===== src/rtl/stream_demux_pkg.sv =====
// -----------------------------------------------------------------------------
// stream_demux_pkg
// Shared constants and types for the 1-to-4 stream demultiplexer.
//   N_LANES    : number of output lanes
//   SEL_W      : width of a lane index
//   lane_idx_t : lane index type (destination select, round-robin pointer)
// -----------------------------------------------------------------------------
package stream_demux_pkg;

    localparam int N_LANES = 4;
    localparam int SEL_W   = 2;

    typedef logic [SEL_W-1:0] lane_idx_t;

endpackage : stream_demux_pkg


===== src/rtl/demux_lane_slot.sv =====
// -----------------------------------------------------------------------------
// demux_lane_slot
// One-entry register slot for a single output lane.
// Ports:
//   clk     : clock, rising edge
//   rst     : asynchronous active-high reset, clears valid and data
//   load_i  : write data_i into the slot this cycle
//   drain_i : consumer takes the held word this cycle
//   data_i  : incoming word
//   valid_o : slot holds a word
//   data_o  : held word (keeps its last value after draining)
// Handshake: the word held in the slot is transferred to the consumer on any
// rising edge where valid_o && ready (the parent signals this as drain_i);
// load_i is only raised by the parent when the slot is empty or draining.
// -----------------------------------------------------------------------------
module demux_lane_slot #(
    parameter int WIDTH = 4
) (
    input  logic             clk,
    input  logic             rst,
    input  logic             load_i,
    input  logic             drain_i,
    input  logic [WIDTH-1:0] data_i,
    output logic             valid_o,
    output logic [WIDTH-1:0] data_o
);

    logic             valid_q, valid_d;
    logic [WIDTH-1:0] data_q,  data_d;

    // A load wins over a drain so a same-cycle drain+load leaves no bubble.
    always_comb begin
        valid_d = valid_q;
        data_d  = data_q;
        if (load_i) begin
            valid_d = 1'b1;
            data_d  = data_i;
        end else if (drain_i) begin
            valid_d = 1'b0;
        end
    end

    always_ff @(posedge clk or posedge rst) begin
        if (rst) begin
            valid_q <= 1'b0;
            data_q  <= '0;
        end else begin
            valid_q <= valid_d;
            data_q  <= data_d;
        end
    end

    assign valid_o = valid_q;
    assign data_o  = data_q;

endmodule : demux_lane_slot


===== src/rtl/stream_demux_1_4.sv =====
// -----------------------------------------------------------------------------
// stream_demux_1_4
// Routes an input valid/ready stream to one of four output lanes, each backed
// by a one-entry slot. The destination is in_sel, or the internal round-robin
// pointer when rr_mode=1.
// Ports:
//   clk, rst   : clock (rising edge), asynchronous active-high reset
//   in_valid   : upstream offers in_data
//   in_ready   : word is accepted this cycle (combinational, depends on out_ready)
//   in_data    : offered word
//   in_sel     : destination lane when rr_mode=0
//   rr_mode    : 1 = route to rr_ptr instead of in_sel
//   out_valid  : per-lane valid
//   out_ready  : per-lane consumer ready
//   out_data   : lane k word at [k*WIDTH +: WIDTH]
//   rr_ptr     : current round-robin destination
//   busy       : any lane holds a word
// Handshake: on every interface a word moves on a rising edge where valid and
// ready are both high; valid never depends on ready.
// -----------------------------------------------------------------------------
module stream_demux_1_4
    import stream_demux_pkg::*;
#(
    parameter int WIDTH = 4
) (
    input  logic                 clk,
    input  logic                 rst,
    input  logic                 in_valid,
    output logic                 in_ready,
    input  logic [WIDTH-1:0]     in_data,
    input  logic [1:0]           in_sel,
    input  logic                 rr_mode,
    output logic [3:0]           out_valid,
    input  logic [3:0]           out_ready,
    output logic [4*WIDTH-1:0]   out_data,
    output logic [1:0]           rr_ptr,
    output logic                 busy
);

    lane_idx_t            rr_ptr_q, rr_ptr_d;
    lane_idx_t            dest;
    logic                 xfer;
    logic [N_LANES-1:0]   load;
    logic [N_LANES-1:0]   drain;

    assign dest = rr_mode ? rr_ptr_q : in_sel;

    // The destination slot can take a word if empty or emptying this cycle.
    assign in_ready = !rst && (!out_valid[dest] || out_ready[dest]);
    assign xfer     = in_valid && in_ready;

    // The pointer only advances on transfers routed by round-robin.
    always_comb begin
        rr_ptr_d = rr_ptr_q;
        if (xfer && rr_mode) begin
            rr_ptr_d = rr_ptr_q + lane_idx_t'(1);
        end
    end

    always_ff @(posedge clk or posedge rst) begin
        if (rst) begin
            rr_ptr_q <= '0;
        end else begin
            rr_ptr_q <= rr_ptr_d;
        end
    end

    for (genvar k = 0; k < N_LANES; k++) begin : g_lane
        assign load[k]  = xfer && (dest == lane_idx_t'(k));
        assign drain[k] = out_valid[k] && out_ready[k];

        demux_lane_slot #(
            .WIDTH (WIDTH)
        ) u_slot (
            .clk     (clk),
            .rst     (rst),
            .load_i  (load[k]),
            .drain_i (drain[k]),
            .data_i  (in_data),
            .valid_o (out_valid[k]),
            .data_o  (out_data[k*WIDTH +: WIDTH])
        );
    end

    assign rr_ptr = rr_ptr_q;
    assign busy   = |out_valid;

endmodule : stream_demux_1_4


===== config.mk =====
export PLATFORM = sky130hd
export DESIGN_NAME = stream_demux_1_4
export DESIGN_NICKNAME = d
export VERILOG_FILES = /design/src/rtl/stream_demux_pkg.sv /design/src/rtl/demux_lane_slot.sv /design/src/rtl/stream_demux_1_4.sv
export SDC_FILE = /design/constraint.sdc
export NUM_CORES = 1
export LEC_CHECK = 0
export CAP_MARGIN = 20
export CORE_MARGIN = 2
export CORE_UTILIZATION = 42
export DETAILED_ROUTE_END_ITERATION = 8
export PLACE_DENSITY = 0.77
export SLEW_MARGIN = 5
export SYNTH_ARGS = -nofsm -noshare
export SYNTH_HDL_FRONTEND = slang
export SYNTH_HIERARCHICAL = 1
export SYNTH_SLANG_ARGS = --single-unit

===== constraint.sdc =====
create_clock -name clk -period 2.11 [get_ports clk]
set_input_delay 0.422 -clock clk [delete_from_list [all_inputs] [get_ports clk]]
set_output_delay 0.422 -clock clk [all_outputs]
set_load 0.005 [all_outputs]

Word-level counts from Yosys, hierarchy flattened
Cells that the tools add are included.
- register bits: 22
- input bits: 14
- word-level logic and storage cells: 47
- add/sub/neg operators: 1
- order comparisons: 1
- eq/ne operators: 3
- muxes and demuxes: 13
- reductions and logical operators: 20
- operators with widths (cell ; number):
    1-bit logical AND ; 11
    1-bit two-way mux ; 10
    2-bit nonzero test ; 4
    1-bit binary-select mux with 2-bit select ; 2
    2-bit == test (second input constant) ; 2
    4-bit OR reduction ; 1
    2-bit by 3-bit < comparator with 1-bit output (second input constant) ; 1
    2-bit by 1-bit adder with 2-bit output (second input constant) ; 1
    2-bit by 1-bit == test with 1-bit output (second input constant) ; 1
    1-bit logical NOT ; 2
    2-bit logical NOT ; 1
    2-bit two-way mux ; 1
    1-bit logical OR ; 1

Depth between registers and ports, before layout
- depth after elaboration: 9
- mapped depth: 5

Hierarchy
Netlist, hierarchy kept.
- by module, submodules not included (module ; instances ; cells each ; area each (sq um)):
    demux_lane_slot ; 4 ; 12 ; 186.4
    stream_demux_1_4 ; 1 ; 31 ; 255.2

Worst setup path before layout
No wires, ideal clock.
- path kind: in2reg
- from: input rr_mode
- to: register g_lane[1].u_slot.data_q[0]
- data arrival time: 1598 ps
- setup slack: 388 ps
- stages on the path: 5
- path buffers: 0
- path through: mux2_4 -> mux2i_1 -> nand2_1 -> nor2_1 -> mux2_2
- word-level cells in the longest chain between the ends: 8
- elaborated cells between the ends (all ways): 11
- ends and longest elaborated chain (item ; RTL line ; source):
    start: declaration ; stream_demux_1_4.sv:32 ; input logic rr_mode,
    2-bit two-way mux * ; stream_demux_1_4.sv:46 ; assign dest = rr_mode ? rr_ptr_q : in_sel;
    1-bit binary-select mux with 2-bit select ; stream_demux_1_4.sv:49 ; assign in_ready = !rst && (!out_valid[dest] || out_ready[dest]);
    1-bit two-way mux (implied by the code) ; stream_demux_1_4.sv:49 ;
    1-bit logical NOT ; stream_demux_1_4.sv:49 ;
    1-bit logical OR ; stream_demux_1_4.sv:49 ;
    1-bit logical AND ; stream_demux_1_4.sv:49 ;
    1-bit logical AND ; stream_demux_1_4.sv:50 ; assign xfer = in_valid && in_ready;
    1-bit logical AND * ; stream_demux_1_4.sv:69 ; assign load[k] = xfer && (dest == lane_idx_t'(k));
    via load[1] ; stream_demux_1_4.sv:43 ; logic [N_LANES-1:0] load;
    end signal: assignment ; demux_lane_slot.sv:49 ; data_q <= data_d;
    end: declaration ; demux_lane_slot.sv:29 ; logic [WIDTH-1:0] data_q, data_d;
The timed path passes the listed nets; every way through them passes the cells marked *. The select of a mux whose other input is x is not followed.
A chain may end at the register's enable or synchronous reset.

Worst setup path in the final report
- from: register rr_ptr_q[1], in the netlist rr_ptr[1]
- to: output in_ready
- word-level cells in the longest chain between the ends: 6
- elaborated cells between the ends (all ways): 8
- ends and longest elaborated chain (item ; RTL line ; source):
    start: declaration ; stream_demux_1_4.sv:40 ; lane_idx_t rr_ptr_q, rr_ptr_d;
    start signal: assignment ; stream_demux_1_4.sv:64 ; rr_ptr_q <= rr_ptr_d;
    2-bit two-way mux * ; stream_demux_1_4.sv:46 ;
    1-bit binary-select mux with 2-bit select ; stream_demux_1_4.sv:49 ;
    1-bit two-way mux (implied by the code) ; stream_demux_1_4.sv:49 ;
    1-bit logical NOT ; stream_demux_1_4.sv:49 ;
    1-bit logical OR * ; stream_demux_1_4.sv:49 ;
    1-bit logical AND * ; stream_demux_1_4.sv:49 ;
    end: declaration ; stream_demux_1_4.sv:29 ; output logic in_ready,
Mark *: on every way between the ends. The rest lies on a longest branch, timed or not. The select of a mux whose other input is x is not followed.

==> flow_summary.toml <==
[route]
dr_total_vias = 796
first_pass_iters = 2
detailed_route_iter0_violations = 6
route.detailed.wl_per_inst_um = 14.6
vias_per_cell = 4.85
drt_wl_total_um = 2390
drc = 0
postRouteAntennaNets = 0

[finish]
fillers = 172
layout_common_cells = "32 x clkdlybuf4s50_1, 22 x dfrtp_1, 16 x mux2_2, 16 x buf_4, 9 x inv_1"
drive_above_1_share_pct = 33.8
instances_no_fill = 164
most_common_library_cell_in_the_layout_ignoring_fill_and_taps = "clkdlybuf4s50_1"
antenna_cells_inserted = 0
syn2layout_area_growth_pct = 57.5
design.final.nets = 151

[placed_design]
buffer_ports.inserted = 37
placed_cells_incl_taps = 160
finalWeightedCongestion = 0.842
detailedPlacementHpwl_um = 1850

[clock_network]
tritoncts_num_sinks = 22
post_cts_setup_buffers = 0
clkSlewWorstSetupHoldPaths_ps = 140
tritoncts = "done"
clk_root_buffer_cell = "clkbuf_4"
ctsHtreeMaxLevel = 1
cts_buffers = 3
clk_path_buf_depth = 2
clkLatencyLatePin_ps = 330

[die]
fp.coreArea_um2 = 2230
ios = 38
initial_core_util_pct = 44.8
die_height_um = 52.8
die_width_um = 52.8
core.rowCount = 17
overall_die_area_um2 = 2790

[timing]
timing.final.max_slew_violations = 0
hold-worst-slack_ps = 504
timing.fmax_mhz = 480
tightest_slew_ps = 270
fin_tns_setup_ps = 0
slew_headroom_pct = 82.0
grt_setup_unrepaired = "yes"
final_hold_viol_count = 0
timing.clock.skew_ps = 16.4
setup-violations-final = 0
layout_min_cycle_time_ps = 2080
min_period_over_period_pct = 98.7

[power_and_ir_drop]
internal_power_uw = 1530
switchingPower_uw = 567
power_uw = 2090
power_density_nw_per_um2 = 1330
power_frac_clock_pct = 15.8
power_frac_seq_pct = 35.2
sw_share_pct = 27.1
leakage_uw = 0.000729
irDropWorstVdd_mv = 0.849
power.combinational.fraction_pct = 49.0

[setup_path]
arr_time_crit_path_ps = 1660
top_cell_family_by_delay_on_the_critical_path = "multiplexers"
worst_path_required_ps = 1690
critical_path.slowest_cell = "mux4_2"
criticalPathCategory = "reg2out"
path_max_fanout = 2
critical_path_buf_inv_count = 1
critical-path-max-stage-delay_ps = 440
start_kind = "register"
critPathCaptureType = "output pin"
path_cells = "mux2_4 > mux4_2 > nor2_1 > buf_2"

[hold_path]
hold_path_class = "in2async"

[synthesis]
yosys_warnings = 6
synth.yosys.seq_area_share_pct = 55.0
syn_inst = 79
ys_ff_latch = 22
mappedNetlistNets = 93
synth_area_per_cell_um2 = 12.7
synth.lib_cells_used.distinct = 18
netlist_area_um2 = 1000

[global_route]
total_routing_resource_utilization_after_global_routing_pct = 20.7
grt_antenna_before_repair = 0
number_of_global_route_vias_before_repair = 877
global_route.overflow_total = 0
maximum_number_of_pins_on_one_net_before_global_route_repair = 14
grt_pass1_wl_um = 4050

[job]
max_cap_viol = 0

[run_status]
run_status = "completed"
==> cells by family (layout without fill, tap and decap cells) <==
| group | Yosys count | after routing | share of synthesized area (%) |
|---|---|---|---|
| flip-flops | 22 | 22 | 55.0 |
| multiplexers | 21 | 21 | 24.7 |
| AND/OR/NAND/NOR | 21 | 21 | 11.6 |
| buffers and inverters | 9 | 66 | 3.37 |
| AO/OA/AOI/OAI | 4 | 4 | 3.50 |
| XOR/XNOR | 2 | 2 | 1.75 |
==> flip-flops by register name (all words and copies together), names as in the netlist <==
signal,count
g_lane.u_slot/data_o,16
g_lane.u_slot/valid_o,4
rr_ptr,2
==> metal layers <==
layer	global-route usage, %	vias to the layer above	share of wire (%)
li1	-	380	-
met1	25.3	380	44
met2	34.6	31	46
met3	4.00	5	7.7
met4	10.3	0	2.1
met5	0	-	0
==> metrics by stage <==
step,area [µm²],setup slack (ps),utilization [%]
after CTS,1580,7.23,70.5
final,1580,27.4,70.6
after global routing,1580,-54.0,70.6
after floorplan,1000,388,-
after detailed placement,1530,-684,68.3
after global placement,1530,-644,68.3
==> area by class of cell <==
class                           instances  area (µm²)  share of cell area, %
Sequential cell                        22         551                   34.9
Inverter                                9        33.8                   2.14
Timing Repair Buffer                   53         484                   30.7
Clock buffer                            3        22.5                   1.43
Clock inverter                          1        30.0                   1.90
Tap cell                               28        35.0                   2.22
Multi-Input combinational cell         48         420                   26.7
==> power groups by stage <==
| stage | registers (µW) | logic (µW) | clock network, µW |
|---|---|---|---|
| floorplan | 779 | 321 | 0 |
| global placement | 730 | 1020 | 0 |
| detailed placement | 739 | 1040 | 0 |
| CTS | 737 | 1040 | 332 |
| global route | 764 | 1120 | 350 |
| finish | 738 | 1030 | 331 |
==> cell usage after synthesis <==
| master | n | share of area (%) |
|---|---|---|
| dfrtp_1 | 22 | 55 |
| mux2_2 | 16 | 18 |
| inv_1 | 9 | 3.4 |
| nor2b_1 | 5 | 3.1 |
| a21o_2 | 4 | 3.5 |
| and2_1 | 4 | 2.5 |
| mux2i_1 | 3 | 3.0 |
| nand2_1 | 3 | 1.1 |
| nor2_1 | 3 | 1.1 |
| nor3_1 | 2 | 1.0 |
| and2b_1 | 1 | 0.75 |
| mux2_4 | 1 | 1.5 |
| mux4_2 | 1 | 2.2 |
| nand4_1 | 1 | 0.63 |
| nor2_2 | 1 | 0.63 |
| or4_1 | 1 | 0.75 |
| xnor2_1 | 1 | 0.88 |
| xor2_1 | 1 | 0.88 |
==> worst register-to-register path: cells and delay by family, from the launching register on <==
kind	cells	cell delay, ps
flip-flops	1	400
AND/OR/NAND/NOR	2	180
buffers and inverters	2	290
multiplexers	3	780
==> what timing repair did <==
item / CTS / global route
hold buffers: 0 / 0
gates resized for setup: 11 / 1
endpoints found under the hold margin: 0 / 0
pin swaps: 1 / 1
setup endpoints to repair: 2 / 2
==> path summary, 6_finish.rpt <==
check,startpoint,end,slack (ps),cells past startpoint
worst min register to register,g_lane[3].u_slot/data_o[1],g_lane[3].u_slot/data_o[1],520,1
min in group clk,g_lane[3].u_slot/data_o[1],g_lane[3].u_slot/data_o[1],520,1
max in group asynchronous,rst,g_lane[1].u_slot/data_o[1],1350,3
worst max-delay path,rr_ptr[1],in_ready,30,4
worst min-delay path,rst,rr_ptr[0],500,3
worst max register to register,rr_ptr[1],g_lane[1].u_slot/data_o[3],340,7
Power figures use the tool's default switching activity.
